===== config.mk =====
export PLATFORM = sky130hd
export DESIGN_NAME = traffic_light_sequencer_flat
export DESIGN_NICKNAME = d
export VERILOG_FILES = /design/src/rtl/traffic_light_sequencer_if.sv /design/src/rtl/traffic_light_sequencer.sv /design/src/flat_wrapper.sv
export SDC_FILE = /design/constraint.sdc
export NUM_CORES = 1
export LEC_CHECK = 0
export ABC_CLOCK_PERIOD_IN_PS = 4200
export CORE_UTILIZATION = 35
export CTS_BUF_LIST = sky130_fd_sc_hd__clkbuf_4 sky130_fd_sc_hd__clkbuf_8 sky130_fd_sc_hd__clkbuf_16
export CTS_CLUSTER_DIAMETER = 80
export CTS_CLUSTER_SIZE = 24
export DETAILED_ROUTE_END_ITERATION = 10
export HOLD_SLACK_MARGIN = 0.12
export PLACE_DENSITY = 0.55
export SYNTH_ARGS = -nofsm -noshare
export SYNTH_HDL_FRONTEND = slang
export SYNTH_SLANG_ARGS = --single-unit

===== constraint.sdc =====
create_clock -name clk -period 4.2 [get_ports clk]
set_input_delay 0.63 -clock clk [delete_from_list [all_inputs] [get_ports clk]]
set_output_delay 0.63 -clock clk [all_outputs]
set_load 0.02 [all_outputs]

===== src/rtl/traffic_light_sequencer_if.sv =====
// Signal bundle between the traffic light sequencer and its environment:
// run enable and demand in, phase code, countdown and strobes out.
interface traffic_light_sequencer_if;
  logic       en;
  logic [3:0] req;
  logic [2:0] Q;
  logic [3:0] remaining;
  logic       tick;
  logic       phase_done;

  modport master (
    output en, req,
    input  Q, remaining, tick, phase_done
  );

  modport slave (
    input  en, req,
    output Q, remaining, tick, phase_done
  );
endinterface


===== src/rtl/traffic_light_sequencer.sv =====
// Four-approach traffic light sequencer: prescaled tick, per-phase countdown,
// gap-out on missing demand and round-robin selection of the next green.
module traffic_light_sequencer #(
  parameter int CLK_DIV   = 100_000_000,
  parameter int GREEN_T   = 8,
  parameter int YELLOW_T  = 3,
  parameter int MIN_GREEN = 3
) (
  input  logic                      clk,
  input  logic                      reset,
  traffic_light_sequencer_if.slave  tl
);

  typedef enum logic {
    GREEN  = 1'b0,
    YELLOW = 1'b1
  } phase_t;

  localparam int PW = (CLK_DIV > 1) ? $clog2(CLK_DIV) : 1;
  localparam logic [PW-1:0] PRE_MAX     = PW'(CLK_DIV - 1);
  localparam logic [3:0]    GREEN_LOAD  = 4'(GREEN_T);
  localparam logic [3:0]    YELLOW_LOAD = 4'(YELLOW_T);
  localparam logic [3:0]    GAP_LIMIT   = 4'(GREEN_T - MIN_GREEN);

  phase_t        phase, phase_next;
  logic [1:0]    dir, dir_next;
  logic [3:0]    remaining_q, remaining_next;
  logic [PW-1:0] prescaler, prescaler_next;
  logic          phase_done_q, phase_done_next;

  logic          tick_now;
  logic [3:0]    dir_onehot;
  logic          other_demand;
  logic          gap_out;
  logic          max_out;
  logic [1:0]    dir_scan;
  logic [1:0]    cand;

  assign tick_now     = tl.en && (prescaler == PRE_MAX);
  assign dir_onehot   = 4'b0001 << dir;
  assign other_demand = |(tl.req & ~dir_onehot);
  assign max_out      = (remaining_q == 4'd1);
  assign gap_out      = ((remaining_q - 4'd1) <= GAP_LIMIT) && !tl.req[dir] && other_demand;

  // Descending scan so the nearest requesting approach (d+1 first) wins.
  always_comb begin
    dir_scan = dir + 2'd1;
    cand     = '0;
    for (int k = 3; k >= 1; k--) begin
      cand = dir + 2'(k);
      if (tl.req[cand]) begin
        dir_scan = cand;
      end
    end
  end

  always_comb begin
    phase_next      = phase;
    dir_next        = dir;
    remaining_next  = remaining_q;
    prescaler_next  = prescaler;
    phase_done_next = 1'b0;

    if (tl.en) begin
      if (prescaler == PRE_MAX) begin
        prescaler_next = '0;
      end else begin
        prescaler_next = prescaler + PW'(1);
      end
    end

    if (tick_now) begin
      case (phase)
        GREEN: begin
          if (max_out || gap_out) begin
            phase_next      = YELLOW;
            remaining_next  = YELLOW_LOAD;
            phase_done_next = 1'b1;
          end else begin
            remaining_next  = remaining_q - 4'd1;
          end
        end
        YELLOW: begin
          if (remaining_q == 4'd1) begin
            phase_next      = GREEN;
            dir_next        = dir_scan;
            remaining_next  = GREEN_LOAD;
            phase_done_next = 1'b1;
          end else begin
            remaining_next  = remaining_q - 4'd1;
          end
        end
        default: begin
          phase_next = GREEN;
        end
      endcase
    end
  end

  always_ff @(posedge clk) begin
    if (reset) begin
      phase        <= GREEN;
      dir          <= 2'd0;
      remaining_q  <= GREEN_LOAD;
      prescaler    <= '0;
      phase_done_q <= 1'b0;
    end else begin
      phase        <= phase_next;
      dir          <= dir_next;
      remaining_q  <= remaining_next;
      prescaler    <= prescaler_next;
      phase_done_q <= phase_done_next;
    end
  end

  assign tl.Q          = {dir, phase == YELLOW};
  assign tl.remaining  = remaining_q;
  assign tl.tick       = tick_now;
  assign tl.phase_done = phase_done_q;

endmodule


===== src/flat_wrapper.sv =====
// flat-port wrapper written by rule: the top's interface ports become plain ports
module traffic_light_sequencer_flat 
#(
  parameter int CLK_DIV   = 100_000_000,
  parameter int GREEN_T   = 8,
  parameter int YELLOW_T  = 3,
  parameter int MIN_GREEN = 3
)
  (clk, reset, tl_en, tl_req, tl_Q, tl_remaining, tl_tick, tl_phase_done);
  traffic_light_sequencer_if tl_i ();
  input  logic clk;
  input  logic reset;
  input wire logic [$bits(tl_i.en)-1:0] tl_en;
  input wire logic [$bits(tl_i.req)-1:0] tl_req;
  output wire logic [$bits(tl_i.Q)-1:0] tl_Q;
  output wire logic [$bits(tl_i.remaining)-1:0] tl_remaining;
  output wire logic [$bits(tl_i.tick)-1:0] tl_tick;
  output wire logic [$bits(tl_i.phase_done)-1:0] tl_phase_done;
  assign tl_i.en = tl_en;
  assign tl_i.req = tl_req;
  assign tl_Q = tl_i.Q;
  assign tl_remaining = tl_i.remaining;
  assign tl_tick = tl_i.tick;
  assign tl_phase_done = tl_i.phase_done;
  traffic_light_sequencer #(.CLK_DIV(CLK_DIV), .GREEN_T(GREEN_T), .YELLOW_T(YELLOW_T), .MIN_GREEN(MIN_GREEN)) u_core (.clk(clk), .reset(reset), .tl(tl_i));
endmodule

== After elaboration in Yosys (flattened, before gate mapping) ==
Index checks and enable logic that the tools add are counted.
Storage, ports and cells
  word-level logic and storage cells: 50
  flip-flop bits (word level): 35
  bits of input ports: 7
Cells by class
  add/sub/neg operators: 5
  reduce and logical (&&, ||, !) cells: 8
  shift operators: 1
  bitwise operators: 4
  multiplexer cells: 20
  equality and inequality tests: 2
  order comparisons: 5
Operators by type and width (number)
  adder 27 x 1 -> 27 bit (second input constant): 1
  == test 27 bit (second input constant): 1
  2-to-1 mux 27 bit: 1
  < comparator 2 x 3 -> 1 bit (second input constant): 4
  binary-select mux 1 bit (select 2 bit): 4
  2-to-1 mux 4 bit: 2
  one-hot mux 4 bit (2 select lines): 1
  2-to-1 mux 1 bit: 7
  2-to-1 mux 2 bit: 3
  adder 2 bit (second input constant): 2
  bitwise AND 4 bit: 1
  == test 4 x 1 -> 1 bit (second input constant): 1
  <= comparator 4 x 3 -> 1 bit (second input constant): 1
  NOT 4 bit: 1
  one-hot mux 1 bit (2 select lines): 2
  OR reduction 4 bit: 1
  << shifter 1 x 2 -> 4 bit (first input constant): 1
  subtractor 4 x 1 -> 4 bit (second input constant): 1
  logical AND 1 bit: 3
  AND reduction 3 bit: 1
  adder 2 x 1 -> 2 bit (second input constant): 1
  NOT 1 bit: 2
  OR reduction 2 bit: 1
  logical NOT 1 bit: 1
  logical OR 1 bit: 1

== Depth between registers and ports, before layout ==
Gate-level depths: netlist of run 1.
  depth after elaboration: 8
  mapped depth: 9
  depth with buffers taken out: 7

== Worst setup path after synthesis of run 1 ==
No wires, ideal clock.
  kind: reg-to-reg
  start: reg u_core.dir[1]
  end: reg u_core.remaining_q[2], in the netlist u_core.tl.remaining[2]
  setup slack: 1.954 ns
  period minus slack after synthesis: 2.246 ns
  required time: 4.080 ns
  arrival time: 2.126 ns
  stages on the path, launching flop included: 9
  library setup time: 0.120 ns
  path through: dfxtp_1 > clkbuf_1 > inv_1 > ha_1 > nor2b_1 > a2111oi_0 > or2_2 > or3_1 > a211o_1
On the way
  longest elaborated chain between the ends: 8
  elaborated cells between the ends (all ways): 12
  those cells by class: 1 x shift; 4 x mux; 2 x bitwise; 5 x reduce/logical
Ends and longest elaborated chain
  from (decl): line traffic_light_sequencer.sv:26  | logic [1:0] dir, dir_next;
  from (signal assigned): line traffic_light_sequencer.sv:109  | dir <= dir_next;
  binary-select mux 1 bit (select 2 bit) / << shifter 1 x 2 -> 4 bit (equally long branches): line traffic_light_sequencer.sv:43, traffic_light_sequencer.sv:40
  2-to-1 mux 1 bit (not written as such) / NOT 4 bit (equally long branches): line traffic_light_sequencer.sv:43, traffic_light_sequencer.sv:41
  logical NOT 1 bit / bitwise AND 4 bit (equally long branches): line traffic_light_sequencer.sv:43, traffic_light_sequencer.sv:41
  logical AND 1 bit / OR reduction 4 bit (equally long branches): line traffic_light_sequencer.sv:43, traffic_light_sequencer.sv:41
  logical AND 1 bit (*): line traffic_light_sequencer.sv:43  | assign gap_out = ((remaining_q - 4'd1) <= GAP_LIMIT) && !tl.req[dir] && other_demand;
  logical OR 1 bit (*): line traffic_light_sequencer.sv:75  | if (max_out || gap_out) begin
  2-to-1 mux 4 bit (*): line traffic_light_sequencer.sv:75
  one-hot mux 4 bit (2 select lines) (*): line traffic_light_sequencer.sv:73  | case (phase)
  to (signal assigned): line traffic_light_sequencer.sv:110  | remaining_q <= remaining_next;
  to (decl): line traffic_light_sequencer.sv:27  | logic [3:0] remaining_q, remaining_next;
Mark *: on every way between the ends. The rest lies on a longest branch, timed or not. The select of a mux whose other input is x is not followed.
A chain may end at the register's enable or synchronous reset.

== Final worst setup path of run 1 ==
  start: in tl_en
  end: out tl_tick
On the way
  longest elaborated chain between the ends: 1
Ends and longest elaborated chain
  from (decl): line flat_wrapper.sv:13  | input wire logic [$bits(tl_i.en)-1:0] tl_en;
  logical AND 1 bit: line traffic_light_sequencer.sv:39  | assign tick_now = tl.en && (prescaler == PRE_MAX);
  to (decl): line flat_wrapper.sv:17  | output wire logic [$bits(tl_i.tick)-1:0] tl_tick;
No other way between the ends.

==> results of run 1 <==
[area by class of cell]
cell class	count	area [µm²]
clock buffer	8	104
fill	604	3220
inverter	9	33.8
multi-input combinational	192	1250
sequential	35	701
tap	72	90.1
timing repair buffer	15	150
[metrics by stage]
step	setup WS, ns	instance area, µm²	total power [mW]	hold slack, ns
floorplan	1.95	2020	0.360	0.467
global placement	1.05	2220	0.373	0.490
detailed placement	1.02	2220	0.373	0.502
CTS	1.01	2320	0.648	0.517
global route	0.876	2320	0.666	0.554
finish	1.02	2320	0.639	0.518
[metal layers]
layer | wire [µm] | share of wire | global-route usage
met1 | 2150 | 0.49 | 0.185
met2 | 2010 | 0.46 | 0.265
met3 | 136 | 0.031 | 0.0318
met4 | 80 | 0.018 | 0.0722
met5 | 0 | 0 | 0
[worst paths after layout]
check	end	slack (ns)	cells after the start
hold reg to reg	u_core.prescaler[26]	0.52	2
setup reg to reg	u_core.tl.phase_done	1.91	7
setup / recovery	tl_tick	1.02	6
hold / removal	u_core.prescaler[26]	0.52	2
[synthesized netlist by cell type (all sizes together), types with 5 or more instances]
cell    count  area (µm²)
clkbuf      5        18.8
dfxtp      35         701
ha          8         100
inv         9        33.8
nand2      17        63.8
nand3      10        55.1
nand4      11        68.8
nor2       42         158
nor2b       5        31.3
nor3       10        50.1
nor4        6        37.5
xnor2      17         149
xor2        9        78.8
[cells by family after synthesis]
group	count (synthesis)	synth area share
compound gates	24	0.0879
xor+xnor	26	0.113
fa+ha+maj	8	0.0495
buf+inv	17	0.0371
flops	35	0.347
mux	5	0.0309
simple gates	129	0.335
[state kept, by name (all words and copies together) (netlist names)]
signal                cells
u_core.dir                2
u_core.phase              1
u_core.tl.remaining       4
u_core.tl.phase_done      1
u_core.prescaler         27
[power by group through the flow]
stage	registers (mW)	logic [mW]	clock network (mW)
final	0.335	0.0294	0.274
after global routing	0.335	0.0332	0.298
after detailed placement	0.343	0.0295	0
after global placement	0.343	0.0297	0
after floorplan	0.343	0.0168	0
after CTS	0.335	0.0296	0.283
[worst max-delay path, cell delays in order]
cell             delay, ns
clkdlybuf4s50_1       0.59
nand3_2               0.14
nor2_1                0.12
nand4_1               0.23
inv_1                 0.21
clkdlybuf4s50_1       0.63
==> results.json, run 1 <==
{
  "status": "finished clean",
  "p_int_mw": 0.503,
  "drc": 0,
  "final_common_cell": "nor2_1",
  "min_period_ns": 3.18,
  "post_drt_wl_per_cell_um": 13.2,
  "core_um2": 5540,
  "finalCritPeriodShare": 0.758,
  "cp.required_ns": 3.57,
  "syn-num-nets": 259,
  "setup_viol": 0,
  "dp.final_hpwl_um": 3070,
  "swShare": 0.212,
  "die-area_um2": 6080,
  "clockPowerShare": 0.429,
  "synth_edf_count": 0,
  "track_usage": 0.155,
  "leakage_nw": 0.763,
  "ant_nets": 0,
  "grt_max_degree": 28,
  "htree_num_levels": 2,
  "cts.reportedPaths.clkPinSlew_ns": 0.06,
  "ys_ff_latch": 35,
  "hold_buffers": 0,
  "via_count": 1741,
  "p_sw_mw": 0.136,
  "clock-root-buffer": "clkbuf_8",
  "async_flop_share": 0,
  "finalHoldViolations": 0,
  "clk_latency_ns": 0.29,
  "worstMarginPinSlew_ns": 0.967,
  "boundaryPins": 16,
  "grt_pass1_wl_um": 7460,
  "numCtsBuffers": 5,
  "routabilityCongestion": 0.776,
  "fin_cells": 331,
  "totalWireLength_um": 4370,
  "power_frac_seq": 0.525,
  "place_inst": 323,
  "cp.arrival_ns": 2.55,
  "initial_utilization": 0.365,
  "seq_area_frac_synth": 0.347,
  "ctsResizeCount": 0,
  "hp-start": "u_core.prescaler[26]",
  "pwr-share-comb": 0.046,
  "synthToLayoutAreaGrowth_pct": 15.0,
  "reg2reg_from": "u_core.dir[0]",
  "irDropWorstVdd_mv": 0.197,
  "fp.dieH_um": 78.0,
  "final_cell_mix": "42 x nor2_1, 35 x dfxtp_1, 17 x nand2_1, 17 x xnor2_1, 15 x clkdlybuf4s50_1",
  "yosysWarningCount": 0,
  "vias_per_cell": 5.26,
  "std_cell_rows": 27,
  "worstSetupStartpoint": "tl_en",
  "drt_pass1_iterations": 4,
  "endpoint_kind": "primary output",
  "crit_path_start_kind": "input pin",
  "final_layout_size_suffix_gt1_frac": 0.0579,
  "die_w_um": 78.0,
  "syn_area_um2": 2020,
  "grt_pass1_vias": 1629,
  "final_nets": 273,
  "max_freq_mhz": 314,
  "post_cts_buffers": 0,
  "clock_path_buffers": 2,
  "antenna_found_initial": 0,
  "max_slew_margin": 0.354,
  "crit_type": "in -> out",
  "cts_tree": "built",
  "powerDensity_nw_per_um2": 275,
  "utilization": 0.420,
  "drt_iter0_drc": 69,
  "synth_flop_cell": "dfxtp_1",
  "avgSynthCellArea_um2": 8.29,
  "crit_fanout": 6,
  "max_cap_viol_count": 0,
  "fin_setup_tns_ns": 0,
  "n_antenna_cell": 0,
  "slew_violations": 0,
  "syn_inst": 244,
  "overflow": 0,
  "hp-class": "reg -> reg",
  "fin_skew_ns": 0.00845,
  "rsz0062_at_grt": "false",
  "synth_cell_types": 47,
  "placement.io_buffers": 15,
  "cts_sinks": 35
}
Note: power is estimated with default switching activity, not from simulation.
==> run 2, diff against run 1 <==
--- a/config.mk
+++ b/config.mk
@@ -5,7 +5,7 @@
 export SDC_FILE = /design/constraint.sdc
 export NUM_CORES = 1
 export LEC_CHECK = 0
-export ABC_CLOCK_PERIOD_IN_PS = 4200
+export ABC_CLOCK_PERIOD_IN_PS = 2930
 export CORE_UTILIZATION = 35
 export CTS_BUF_LIST = sky130_fd_sc_hd__clkbuf_4 sky130_fd_sc_hd__clkbuf_8 sky130_fd_sc_hd__clkbuf_16
 export CTS_CLUSTER_DIAMETER = 80
==> constraint.sdc (replaced) <==
create_clock -name clk -period 2.93 [get_ports clk]
set_input_delay 0.4395 -clock clk [delete_from_list [all_inputs] [get_ports clk]]
set_output_delay 0.4395 -clock clk [all_outputs]
set_load 0.02 [all_outputs]
==> run 2 against run 1 <==
Compared with the run above: clock skew is 0.0044 ns lower; highest routed layer unchanged; critical endpoint unchanged; utilization increased by 0.54 points; via count increased by 0.34%; die area is the same; combinational power increased by 48%; sequential power rose by 44%; total power rose by 42%; critical path depth fell by 1.
==> results.json, run 2 (synthesis results as in run 1) <==
{
  "status": "finished clean",
  "fin_setup_tns_ns": 0,
  "finalCritPeriodShare": 0.871,
  "clock-root-buffer": "clkbuf_8",
  "cts_tree": "built",
  "cts_sinks": 35,
  "final_layout_size_suffix_gt1_frac": 0.0722,
  "fin_area_um2": 2350,
  "power_frac_seq": 0.530,
  "cp.arrival_ns": 2.11,
  "swShare": 0.203,
  "cp.required_ns": 2.49,
  "worstSetupStartpoint": "u_core.prescaler[3]",
  "core_um2": 5540,
  "reg2reg_from": "u_core.dir[0]",
  "path_buf_inv": 2,
  "die_w_um": 78.0,
  "max_cap_viol_count": 0,
  "ctsResizeCount": 0,
  "top_usage_layer": "met2",
  "p_sw_mw": 0.185,
  "setup_viol": 0,
  "crit_path_start_kind": "register",
  "crit_family": "buffers and inverters",
  "setup_ws_ns": 0.379,
  "rrSetupSlack_ns": 0.71,
  "endpoint_kind": "primary output",
  "post_drt_wl_per_cell_um": 12.3,
  "initial_utilization": 0.365,
  "min_period_ns": 2.55,
  "synthToLayoutAreaGrowth_pct": 16.5,
  "dp_worst_setup_slack_ns": 0.327,
  "final_nets": 277,
  "totalWireLength_um": 4120,
  "grt_pass1_wl_um": 7500,
  "leakage_nw": 0.782,
  "numCtsBuffers": 5,
  "cp_cell_sequence": "nand4_1, nor4_1, nand4_1, inv_1, clkdlybuf4s50_1",
  "hold_buffers": 0,
  "std_cell_rows": 27,
  "pwr-share-comb": 0.048,
  "final_common_cell": "nor2_1",
  "crit_top_cell": "nand4_1",
  "worstMarginPinSlew_ns": 0.617,
  "via_count": 1747,
  "grt_max_degree": 28,
  "globalRouteMet1Util": 0.193,
  "htree_num_levels": 2,
  "crit_fanout": 6,
  "final_cell_mix": "42 x nor2_1, 35 x dfxtp_1, 17 x nand2_1, 17 x xnor2_1, 15 x clkdlybuf4s50_1",
  "irDropWorstVdd_mv": 0.210,
  "use_met3": 0.0412,
  "rsz0062_at_grt": "false",
  "cp_slowest_cell": "clkdlybuf4s50_1",
  "routabilityCongestion": 0.782,
  "fin_skew_ns": 0.00401,
  "holdPathStages": 2,
  "max_stage_delay_ns": 0.62,
  "clockPowerShare": 0.422,
  "largest_reg_flops": 27,
  "n_antenna_cell": 0,
  "p_int_mw": 0.723,
  "boundaryPins": 16,
  "dp.final_hpwl_um": 3010,
  "utilization": 0.425,
  "max_slew_margin": 0.578,
  "die-area_um2": 6080,
  "antenna_found_initial": 0,
  "post_cts_buffers": 0,
  "crit_type": "reg -> out",
  "grt_pass1_vias": 1707,
  "overflow": 0,
  "drc": 0,
  "top_register": "u_core.prescaler",
  "place_area_um2": 2250,
  "hp-start": "u_core.prescaler[26]",
  "reg2regPathDepth": 7,
  "cts.reportedPaths.clkPinSlew_ns": 0.06,
  "finalPower_mw": 0.907,
  "finalHoldViolations": 0,
  "reg2reg_to": "u_core.tl.remaining[2]",
  "drt_pass1_iterations": 4,
  "max_freq_mhz": 392,
  "min_delay_worst_endpoint": "u_core.prescaler[26]",
  "ant_nets": 0,
  "met2_usage": 0.250,
  "fp.dieH_um": 78.0,
  "powerDensity_nw_per_um2": 385,
  "track_usage": 0.152,
  "slew_violations": 0,
  "clock_path_buffers": 2,
  "hp-class": "reg -> reg",
  "drt_iter0_drc": 33,
  "placement.io_buffers": 15,
  "vias_per_cell": 5.21,
  "clk_latency_ns": 0.28
}
-- run 2: routing by layer --
| layer | routed length (µm) | vias to the layer above |
|---|---|---|
| met2 | 1910 | 21 |
| met5 | 0 | - |
| li1 | - | 903 |
| met1 | 2050 | 821 |
| met3 | 137 | 2 |
| met4 | 25 | 0 |
-- run 2: layout make-up --
type	count	area [µm²]
timing repair buffer	19	180
multi-input combinational	192	1250
inverter	9	33.8
clock buffer	8	104
sequential	35	701
fill	581	3190
tap	72	90.1
-- run 2: power by group through the flow --
stage / clock network [mW] / logic [mW] / registers [mW]
finish: 0.383 / 0.0436 / 0.481
global route: 0.424 / 0.0493 / 0.481
CTS: 0.399 / 0.0445 / 0.481
detailed placement: 0 / 0.0441 / 0.492
global placement: 0 / 0.0440 / 0.492
floorplan: 0 / 0.0241 / 0.491
-- run 2: worst max-delay path by stage --
stage | end | slack, ns | cells past startpoint
final | tl_tick | 0.38 | 5
after global routing | tl_tick | 0.13 | 5
after CTS | tl_tick | 0.32 | 5
after detailed placement | u_core.tl.remaining[2] | 0.33 | 5
after global placement | u_core.tl.remaining[2] | 0.35 | 5
after floorplan | u_core.tl.remaining[2] | 0.68 | 8
-- run 2: metrics by stage --
stage	instances	hold slack (ns)
finish	335	0.513
floorplan	244	0.467
CTS	335	0.511
global placement	327	0.496
global route	335	0.569
detailed placement	327	0.500
-- run 2: worst reg2reg max path, cell delays in order, from the launching register on --
cell	delay [ns]
dfxtp_1	0.55
inv_1	0.17
ha_1	0.23
nor2b_1	0.09
a2111oi_0	0.09
or2_2	0.34
or3_1	0.39
a211o_1	0.27
